==> config.mk <==
export PLATFORM = sky130hd
export DESIGN_NAME = lcd_frame_sched
export DESIGN_NICKNAME = d
export VERILOG_FILES = /design/src/rtl/lcd_frame_sched.sv
export SDC_FILE = /design/constraint.sdc
export NUM_CORES = 1
export LEC_CHECK = 0
export CAP_MARGIN = 20
export CORE_AREA = 2 2 79 81
export CTS_CLUSTER_DIAMETER = 40
export DETAILED_ROUTE_END_ITERATION = 8
export DIE_AREA = 0 0 81 83
export PLACE_DENSITY = 0.95
export SYNTH_ARGS = -nofsm -noshare
export SYNTH_HDL_FRONTEND = slang
export SYNTH_SLANG_ARGS = --single-unit
==> constraint.sdc <==
create_clock -name i_clk -period 2.6 [get_ports i_clk]
set_input_delay 0.52 -clock i_clk [delete_from_list [all_inputs] [get_ports i_clk]]
set_output_delay 0.52 -clock i_clk [all_outputs]
set_load 0.01 [all_outputs]
==> src/rtl/lcd_frame_sched.sv <==
// Frame-level controller for the LTM LCD scanner. Pulses the scanner start,
// latches mode/RGB once per frame, counts completed frames and arbitrates the
// shared framebuffer between display fetch (priority) and a drawing writer.
module lcd_frame_sched #(
  parameter int unsigned GAP_CYCLES = 16,
  parameter int unsigned X_ACTIVE   = 800,
  parameter int unsigned Y_ACTIVE   = 480
) (
  input  logic        i_clk,
  input  logic        i_rst,
  input  logic        i_enable,
  input  logic        i_mode_req,
  input  logic [2:0]  i_rgb_req,
  output logic        o_lcd_start,
  output logic        o_lcd_mode,
  output logic [2:0]  o_lcd_rgb,
  input  logic        i_lcd_done,
  input  logic [9:0]  i_lcd_addrX,
  input  logic [8:0]  i_lcd_addrY,
  output logic [7:0]  o_lcd_data,
  input  logic        i_wr_valid,
  input  logic [9:0]  i_wr_addrX,
  input  logic [8:0]  i_wr_addrY,
  input  logic [7:0]  i_wr_data,
  output logic        o_wr_ready,
  output logic [18:0] o_mem_addr,
  output logic        o_mem_we,
  output logic [7:0]  o_mem_wdata,
  input  logic [7:0]  i_mem_rdata,
  output logic [15:0] o_frame_cnt,
  output logic        o_busy
);

  typedef enum logic [2:0] {
    StIdle,
    StStart,
    StWaitClr,
    StScan,
    StGap
  } state_e;

  // One extra bit so a limit of exactly 1024/512 still compares correctly.
  localparam logic [10:0] XLim    = 11'(X_ACTIVE);
  localparam logic [9:0]  YLim    = 10'(Y_ACTIVE);
  localparam logic [15:0] GapLast = 16'(GAP_CYCLES - 1);

  state_e      state_q;
  logic        start_cnt_q;
  logic [15:0] gap_cnt_q;

  logic disp_own;
  logic wr_in_range;
  logic wr_xfer;

  // Frame sequencing: start pulse, done handshake, inter-frame gap.
  always_ff @(posedge i_clk or posedge i_rst) begin
    if (i_rst) begin
      state_q     <= StIdle;
      start_cnt_q <= 1'b0;
      gap_cnt_q   <= '0;
      o_lcd_start <= 1'b0;
      o_lcd_mode  <= 1'b0;
      o_lcd_rgb   <= '0;
      o_frame_cnt <= '0;
      o_busy      <= 1'b0;
    end else begin
      unique case (state_q)
        StIdle: begin
          if (i_enable) begin
            state_q     <= StStart;
            start_cnt_q <= 1'b0;
            o_lcd_start <= 1'b1;
            o_lcd_mode  <= i_mode_req;
            o_lcd_rgb   <= i_rgb_req;
            o_busy      <= 1'b1;
          end
        end
        StStart: begin
          // Start stays high for two cycles; the scanner restarts on the fall.
          if (start_cnt_q) begin
            state_q     <= StWaitClr;
            o_lcd_start <= 1'b0;
          end else begin
            start_cnt_q <= 1'b1;
          end
        end
        StWaitClr: begin
          // Done may be stale (clear latency or power-up value); wait it out.
          if (!i_lcd_done) begin
            state_q <= StScan;
          end
        end
        StScan: begin
          if (i_lcd_done) begin
            state_q     <= StGap;
            gap_cnt_q   <= '0;
            o_frame_cnt <= o_frame_cnt + 16'd1;
          end
        end
        StGap: begin
          if (gap_cnt_q == GapLast) begin
            gap_cnt_q <= '0;
            if (i_enable) begin
              state_q     <= StStart;
              start_cnt_q <= 1'b0;
              o_lcd_start <= 1'b1;
              o_lcd_mode  <= i_mode_req;
              o_lcd_rgb   <= i_rgb_req;
            end else begin
              state_q <= StIdle;
              o_busy  <= 1'b0;
            end
          end else begin
            gap_cnt_q <= gap_cnt_q + 16'd1;
          end
        end
        default: begin
          state_q <= StIdle;
          o_busy  <= 1'b0;
        end
      endcase
    end
  end

  // Memory arbitration: display fetch wins, writer takes any free cycle.
  always_comb begin
    disp_own = (state_q == StScan) && !o_lcd_mode &&
               ({1'b0, i_lcd_addrX} < XLim) && ({1'b0, i_lcd_addrY} < YLim);
    wr_in_range = ({1'b0, i_wr_addrX} < XLim) && ({1'b0, i_wr_addrY} < YLim);
    o_wr_ready  = !disp_own;
    wr_xfer     = i_wr_valid && o_wr_ready;

    o_mem_addr  = '0;
    o_mem_we    = 1'b0;
    o_mem_wdata = '0;
    o_lcd_data  = '0;
    if (disp_own) begin
      o_mem_addr = {i_lcd_addrY, i_lcd_addrX};
      o_lcd_data = i_mem_rdata;
    end else if (wr_xfer) begin
      // Out-of-range writes complete the handshake but never reach memory.
      o_mem_addr  = {i_wr_addrY, i_wr_addrX};
      o_mem_we    = wr_in_range;
      o_mem_wdata = i_wr_data;
    end
  end

endmodule

==> flow_metrics.env, run 1 <==
export IMPL_n_antenna_cell=0
export IMPL_ys_top_cells_by_area="dfrtp_1 42%, nand2_1 9.0%, o21ai_0 5.4%, and3_1 3.7%, xnor2_1 3.5%"
export IMPL_first_pass_iters=4
export IMPL_h_tree_depth=2
export IMPL_wl_per_cell_um=17.5
export IMPL_synth_seq_area_share_pct=42.0
export IMPL_required_ps=2080
export IMPL_nets=483
export IMPL_place_ws_ps=-531
export IMPL_cts_buffer_depth=2
export IMPL_cp_arrival_ps=2070
export IMPL_outcome="complete, no violations"
export IMPL_yosys_area_top_type="dfrtp_1"
export IMPL_numCtsBuffers=5
export IMPL_clockRootBuffer="clkbuf_8"
export IMPL_grt_max_degree=43
export IMPL_area_delta_synth_final_pct=56.2
export IMPL_tightest_slew_ps=531
export IMPL_finalSetupTns_ps=0
export IMPL_die_area_um2=6720
export IMPL_synthSimpleGateAreaFrac_pct=31.0
export IMPL_clk_pin_slew_ps=80
export IMPL_grt_pass1_wl_mm=13.3
export IMPL_routed_wl_mm=8.62
export IMPL_fin_crit_sh_pct=99.5
export IMPL_layout_common_cells="78 x clkdlybuf4s50_1, 60 x nand2_1, 42 x dfrtp_1"
export IMPL_fin_skew_ps=7.50
export IMPL_worstSetupPathType="input port to output pin"
export IMPL_fin_ws_ps=12.3
export IMPL_hpwl_mm=6.50
export IMPL_drive_gt1_share_pct=16.5
export IMPL_synth_compound_area_share_pct=13.8
export IMPL_drc=0
export IMPL_place_gp_congestion=0.886
export IMPL_crit_path_start_kind="input port"
export IMPL_grt_pass1_vias=2639
export IMPL_overflow=0
export IMPL_post_dp_cell_area_um2=3880
export IMPL_die_w_um=81
export IMPL_synthesis_area_um2=2500
export IMPL_post_route_min_period_ps=2590
export IMPL_tritoncts="yes"
export IMPL_async_flop_share_pct=100
export IMPL_drv_cap=0
export IMPL_switching_share_pct=36.8
export IMPL_cts_sinks=42
export IMPL_clock_latency_ps=290
export IMPL_end_kind="output pin"
export IMPL_hold_viol_final=0
export IMPL_hp_class="flip-flop to flip-flop"
export IMPL_avgSynthCellArea_um2=8.82
export IMPL_synth_seq_cells=42
export IMPL_ys_types=48
export IMPL_ant_nets=0
export IMPL_ios=122
export IMPL_antenna_found_initial=0
export IMPL_synth_edff_count=0
export IMPL_slew_headroom_pct=64.3
export IMPL_synth_nets=349
export IMPL_fmax_mhz=386
export IMPL_rsz0062_at_grt="no"
export IMPL_design_area_um2=3910
export IMPL_finalPower_mw=2.52
export IMPL_combPwrFrac_pct=44.0
export IMPL_final_common_cell="clkdlybuf4s50_1"
export IMPL_synth_mux_area_share_pct=2.20
export IMPL_drv_slew=0
export IMPL_peakVddDrop_mv=0.387
export IMPL_drt_initial_drc_count=103
export IMPL_die_h_um=83
export IMPL_synth_top_family_by_area="simple AND/OR/NAND/NOR gates"
export IMPL_initial_core_util_pct=43.1
export IMPL_synth_xor_area_share_pct=5.94
export IMPL_cp_max_fo=13
export IMPL_rows=28
export IMPL_synthFlopType="dfrtp_1"
export IMPL_leakage_nw=1.76
export IMPL_setup_violations=0
export IMPL_clkPwrFrac_pct=16.9
export IMPL_vias=2687
export IMPL_netlist_instances=284
export IMPL_powerDensity_nw_per_um2=645
export IMPL_synthAdderAreaFrac_pct=0.999
export IMPL_yosysWarnings=0
export IMPL_p_seq_share_pct=39.1
export IMPL_switchingPower_mw=0.929
export IMPL_synth_top_area_share_pct=42.0
export IMPL_vias_per_cell=5.44
export IMPL_grt_usage_pct=25.4
export IMPL_power_internal_mw=1.60
export IMPL_coreArea_um2=5820
export IMPL_portBuffers=121
critical path, cell delays in order:
cell,delay (ps)
clkdlybuf4s50_1,500
nand4_1,110
and4bb_4,250
buf_4,150
buf_12,130
and2_1,170
clkdlybuf4s15_1,240
routing by layer:
| metal | global-route usage (%) | up-vias | wire, µm | share of wire (%) |
|---|---|---|---|---|
| met2 | 46.1 | 101 | 4440 | 51 |
| met4 | 8.63 | 0 | 246 | 2.9 |
| met3 | 6.63 | 22 | 750 | 8.7 |
| met5 | 0 | - | 0 | 0 |
| met1 | 27.9 | 1291 | 3190 | 37 |
| li1 | - | 1273 | - | - |
cell usage after synthesis, types with 2 or more instances:
library cell	n
xnor2_1	10
and4_1	4
buf_4	2
ha_1	2
buf_2	4
o21ai_0	27
mux2_2	4
dfrtp_1	42
a21oi_1	6
a31oi_1	2
nor3_1	4
and2_1	9
and3_1	15
a211oi_4	2
buf_6	2
nand2_1	60
o311ai_0	2
nand3b_1	3
nor4_1	5
inv_1	5
xor2_1	7
nand4_1	10
a211oi_1	2
o211ai_1	3
nor2_1	11
nand3_1	14
clkbuf_1	6
registers in the layout, indices dropped and copies added (netlist names):
signal / flops
gap_cnt_q: 16
o_busy: 1
o_frame_cnt: 16
o_lcd_mode: 1
o_lcd_rgb: 3
o_lcd_start: 1
start_cnt_q: 1
state_q: 3
path summary, 6_finish.rpt:
check	startpoint	end	slack [ps]	depth (start not counted)
max	i_lcd_addrY[7]	o_lcd_data[3]	10	7
min	o_frame_cnt[11]	o_frame_cnt[11]	500	1
max reg2reg	gap_cnt_q[0]	o_lcd_rgb[2]	580	5
min reg2reg	o_frame_cnt[11]	o_frame_cnt[11]	500	1
max in group asynchronous	i_rst	gap_cnt_q[10]	1570	3
min in group asynchronous	i_rst	o_frame_cnt[15]	670	3
kinds of logic (layout without fill, tap and decap cells):
kind of cell,count (synthesis),count (layout)
buffers and inverters,20,155
flip-flops,42,42
AND/OR/NAND/NOR,146,146
AO/OA/AOI/OAI,52,52
multiplexers,5,5
adder cells (fa/ha/maj),2,2
XOR/XNOR,17,17
what timing repair did:
action	CTS	global route
gates cloned	1	0
buffers inserted	4	0
hold buffers	0	0
setup endpoints to repair	37	31
pin swaps	2	2
gates resized for setup	124	8
power by group through the flow:
| stage | Combinational (mW) | Sequential, mW | Clock (mW) |
|---|---|---|---|
| floorplan | 0.580 | 0.973 | 0 |
| global placement | 1.10 | 0.979 | 0 |
| detailed placement | 1.13 | 0.990 | 0 |
| CTS | 1.12 | 0.981 | 0.433 |
| global route | 1.20 | 1.01 | 0.462 |
| finish | 1.11 | 0.986 | 0.427 |
per-stage QoR:
| stage | util [%] | instances | hold slack [ps] |
|---|---|---|---|
| floorplan | - | 284 | 485 |
| global placement | 66.7 | 482 | 470 |
| finish | 67.3 | 494 | 496 |
| detailed placement | 66.7 | 482 | 482 |
| global route | 67.3 | 494 | 523 |
| CTS | 67.6 | 495 | 494 |
area by class of cell:
class | instances | area, µm²
Clock buffer | 7 | 86.3
Clock inverter | 1 | 5.00
Fill cell | 435 | 1900
Inverter | 5 | 18.8
Multi-Input combinational cell | 222 | 1370
Sequential cell | 42 | 1050
Tap cell | 75 | 93.8
Timing Repair Buffer | 142 | 1290
Power figures use the tool's default switching activity.
==> run 2, diff against run 1 <==
--- a/config.mk
+++ b/config.mk
@@ -5,12 +5,13 @@
 export SDC_FILE = /design/constraint.sdc
 export NUM_CORES = 1
 export LEC_CHECK = 0
+export ABC_CLOCK_PERIOD_IN_PS = 2600
 export CAP_MARGIN = 20
 export CORE_AREA = 2 2 79 81
 export CTS_CLUSTER_DIAMETER = 40
 export DETAILED_ROUTE_END_ITERATION = 8
 export DIE_AREA = 0 0 81 83
-export PLACE_DENSITY = 0.95
+export PLACE_DENSITY = 0.84
 export SYNTH_ARGS = -nofsm -noshare
 export SYNTH_HDL_FRONTEND = slang
 export SYNTH_SLANG_ARGS = --single-unit
==> run 2 against run 1 <==
  * Wire length down 9.6%
  * Die area unchanged
  * Highest routed layer unchanged
  * Design area down 0.54%
  * Flip-flop and latch count unchanged
  * Clock skew down 1.2 ps
  * Via count down 1.9%
  * Largest power group unchanged
  * Critical path depth unchanged
  * Combinational power down 5%
==> flow_metrics.env, run 2 (same netlist as run 1, synthesis figures left out) <==
export IMPL_wl_met3_um=752
export IMPL_drive_gt1_share_pct=18.5
export IMPL_tightest_slew_ps=563
export IMPL_hold_viol_final=0
export IMPL_ant_nets=0
export IMPL_die_h_um=83
export IMPL_vias=2636
export IMPL_cp_slowest_stage_delay_ps=510
export IMPL_post_dp_cell_area_um2=3860
export IMPL_critPathSlowestCell="clkdlybuf4s50_1"
export IMPL_nets=480
export IMPL_place_ws_ps=-502
export IMPL_required_ps=2080
export IMPL_crit_chain="clkdlybuf4s50_1 -> nand4_1 -> and4bb_2 -> buf_6 -> inv_4 -> and4_1 -> buf_2"
export IMPL_fillers=473
export IMPL_post_route_min_period_ps=2520
export IMPL_cp_max_fo=10
export IMPL_cts_hold_buf=0
export IMPL_routed_wl_mm=7.80
export IMPL_h_tree_depth=2
export IMPL_clockRootBuffer="clkbuf_8"
export IMPL_numCtsBuffers=5
export IMPL_die_area_um2=6720
export IMPL_wl_per_cell_um=15.9
export IMPL_fin_crit_sh_pct=97.1
export IMPL_first_pass_iters=4
export IMPL_clkPwrFrac_pct=23.4
export IMPL_grt_pass1_wl_mm=12.0
export IMPL_top_layer="met4"
export IMPL_outcome="complete, no violations"
export IMPL_initial_core_util_pct=43.1
export IMPL_fmax_mhz=396
export IMPL_combPwrFrac_pct=39.7
export IMPL_end_kind="output pin"
export IMPL_clock_latency_ps=290
export IMPL_leakage_nw=1.75
export IMPL_final_common_cell="clkdlybuf4s50_1"
export IMPL_design_area_um2=3890
export IMPL_hp_class="flip-flop to flip-flop"
export IMPL_p_seq_share_pct=36.9
export IMPL_fin_skew_ps=6.29
export IMPL_clk_pin_slew_ps=80
export IMPL_powerDensity_nw_per_um2=687
export IMPL_drv_slew=0
export IMPL_coreArea_um2=5820
export IMPL_grt_usage_pct=22.5
export IMPL_hpwl_mm=6.11
export IMPL_dr_wl_met2_mm=4.03
export IMPL_switching_share_pct=33.6
export IMPL_grt_max_degree=43
export IMPL_final_core_util_pct=66.9
export IMPL_finalPower_mw=2.67
export IMPL_cp_arrival_ps=2000
export IMPL_cts_buffer_depth=2
export IMPL_setup_violations=0
export IMPL_power_internal_mw=1.78
export IMPL_top_regs="gap_cnt_q: 16 flops, o_frame_cnt: 16 flops"
export IMPL_antenna_found_initial=0
export IMPL_die_w_um=81
export IMPL_crit_path_start_kind="input port"
export IMPL_grt_pass1_vias=2463
export IMPL_peakVddDrop_mv=0.853
export IMPL_switchingPower_mw=0.898
export IMPL_tritoncts="yes"
export IMPL_overflow=0
export IMPL_ios=122
export IMPL_wl_met1_mm=2.94
export IMPL_rsz0062_at_grt="no"
export IMPL_cts_sinks=42
export IMPL_slew_headroom_pct=62.3
export IMPL_drc=0
export IMPL_place_gp_congestion=0.834
export IMPL_drt_initial_drc_count=131
export IMPL_drv_cap=0
export IMPL_fin_ws_ps=76.2
export IMPL_worstSetupPathType="input port to output pin"
export IMPL_vias_per_cell=5.37
export IMPL_area_delta_synth_final_pct=55.4
export IMPL_n_antenna_cell=0
export IMPL_portBuffers=121
export IMPL_layout_common_cells="81 x clkdlybuf4s50_1, 60 x nand2_1, 42 x dfrtp_1"
export IMPL_rows=28
-- run 2: final timing paths --
| kind | from | end | slack (ps) | depth (start not counted) |
|---|---|---|---|---|
| max | i_lcd_addrY[7] | o_mem_we | 80 | 7 |
| min reg2reg | o_frame_cnt[15] | o_frame_cnt[15] | 490 | 1 |
| max in group asynchronous | i_rst | gap_cnt_q[2] | 1570 | 3 |
| min in group asynchronous | i_rst | o_lcd_rgb[0] | 670 | 3 |
| min | o_frame_cnt[15] | o_frame_cnt[15] | 490 | 1 |
| max reg2reg | gap_cnt_q[0] | o_lcd_mode | 580 | 5 |
-- run 2: per-stage QoR --
| step | cells | TNS [ps] | hold WS, ps |
|---|---|---|---|
| 4_1_cts | 492 | -790 | 501 |
| 2_1_floorplan | 284 | 0 | 485 |
| 3_5_place_dp | 481 | -15880 | 490 |
| 3_3_place_gp | 481 | -13760 | 467 |
| 6_report | 491 | 0 | 491 |
| 5_1_grt | 491 | 0 | 511 |
-- run 2: critical path: cells and delay by family --
kind	cells	cell delay, ps
buf+inv	4	890
simple gates	3	600
-- run 2: what timing repair did --
action,CTS,global route
cloned,0,1
pin swaps,2,2
gates resized for setup,126,26
endpoints found under the setup margin,37,37
setup buffers,4,0
-- run 2: area by class of cell --
class / count / area, µm² / share of cell area, %
Clock inverter: 2 / 60.1 / 1.54
Sequential cell: 42 / 1050 / 27.0
Tap cell: 75 / 93.8 / 2.41
Inverter: 5 / 21.3 / 0.546
Multi-Input combinational cell: 222 / 1360 / 34.8
Timing Repair Buffer: 139 / 1230 / 31.6
Clock buffer: 6 / 82.6 / 2.12
-- run 2: power by group through the flow --
stage / combinational [mW] / clock, mW / sequential [mW]
detailed placement: 1.11 / 0 / 0.994
CTS: 1.07 / 0.641 / 0.982
floorplan: 0.580 / 0 / 0.973
global placement: 1.09 / 0 / 0.985
global route: 1.15 / 0.671 / 1.01
finish: 1.06 / 0.625 / 0.987
-- run 2: routing by layer --
layer | GRT usage, % | vias to the layer above
li1 | - | 1271
met1 | 26.0 | 1251
met2 | 40.3 | 105
met3 | 7.28 | 9
met4 | 4.47 | 0
met5 | 0 | -
==> run 3, diff against run 2 <==
--- a/config.mk
+++ b/config.mk
@@ -5,7 +5,6 @@
 export SDC_FILE = /design/constraint.sdc
 export NUM_CORES = 1
 export LEC_CHECK = 0
-export ABC_CLOCK_PERIOD_IN_PS = 2600
 export CAP_MARGIN = 20
 export CORE_AREA = 2 2 79 81
 export CTS_CLUSTER_DIAMETER = 40
==> results of run 3 <==
Same layout as run 2: the final DEF is identical, and so are final timing and power.
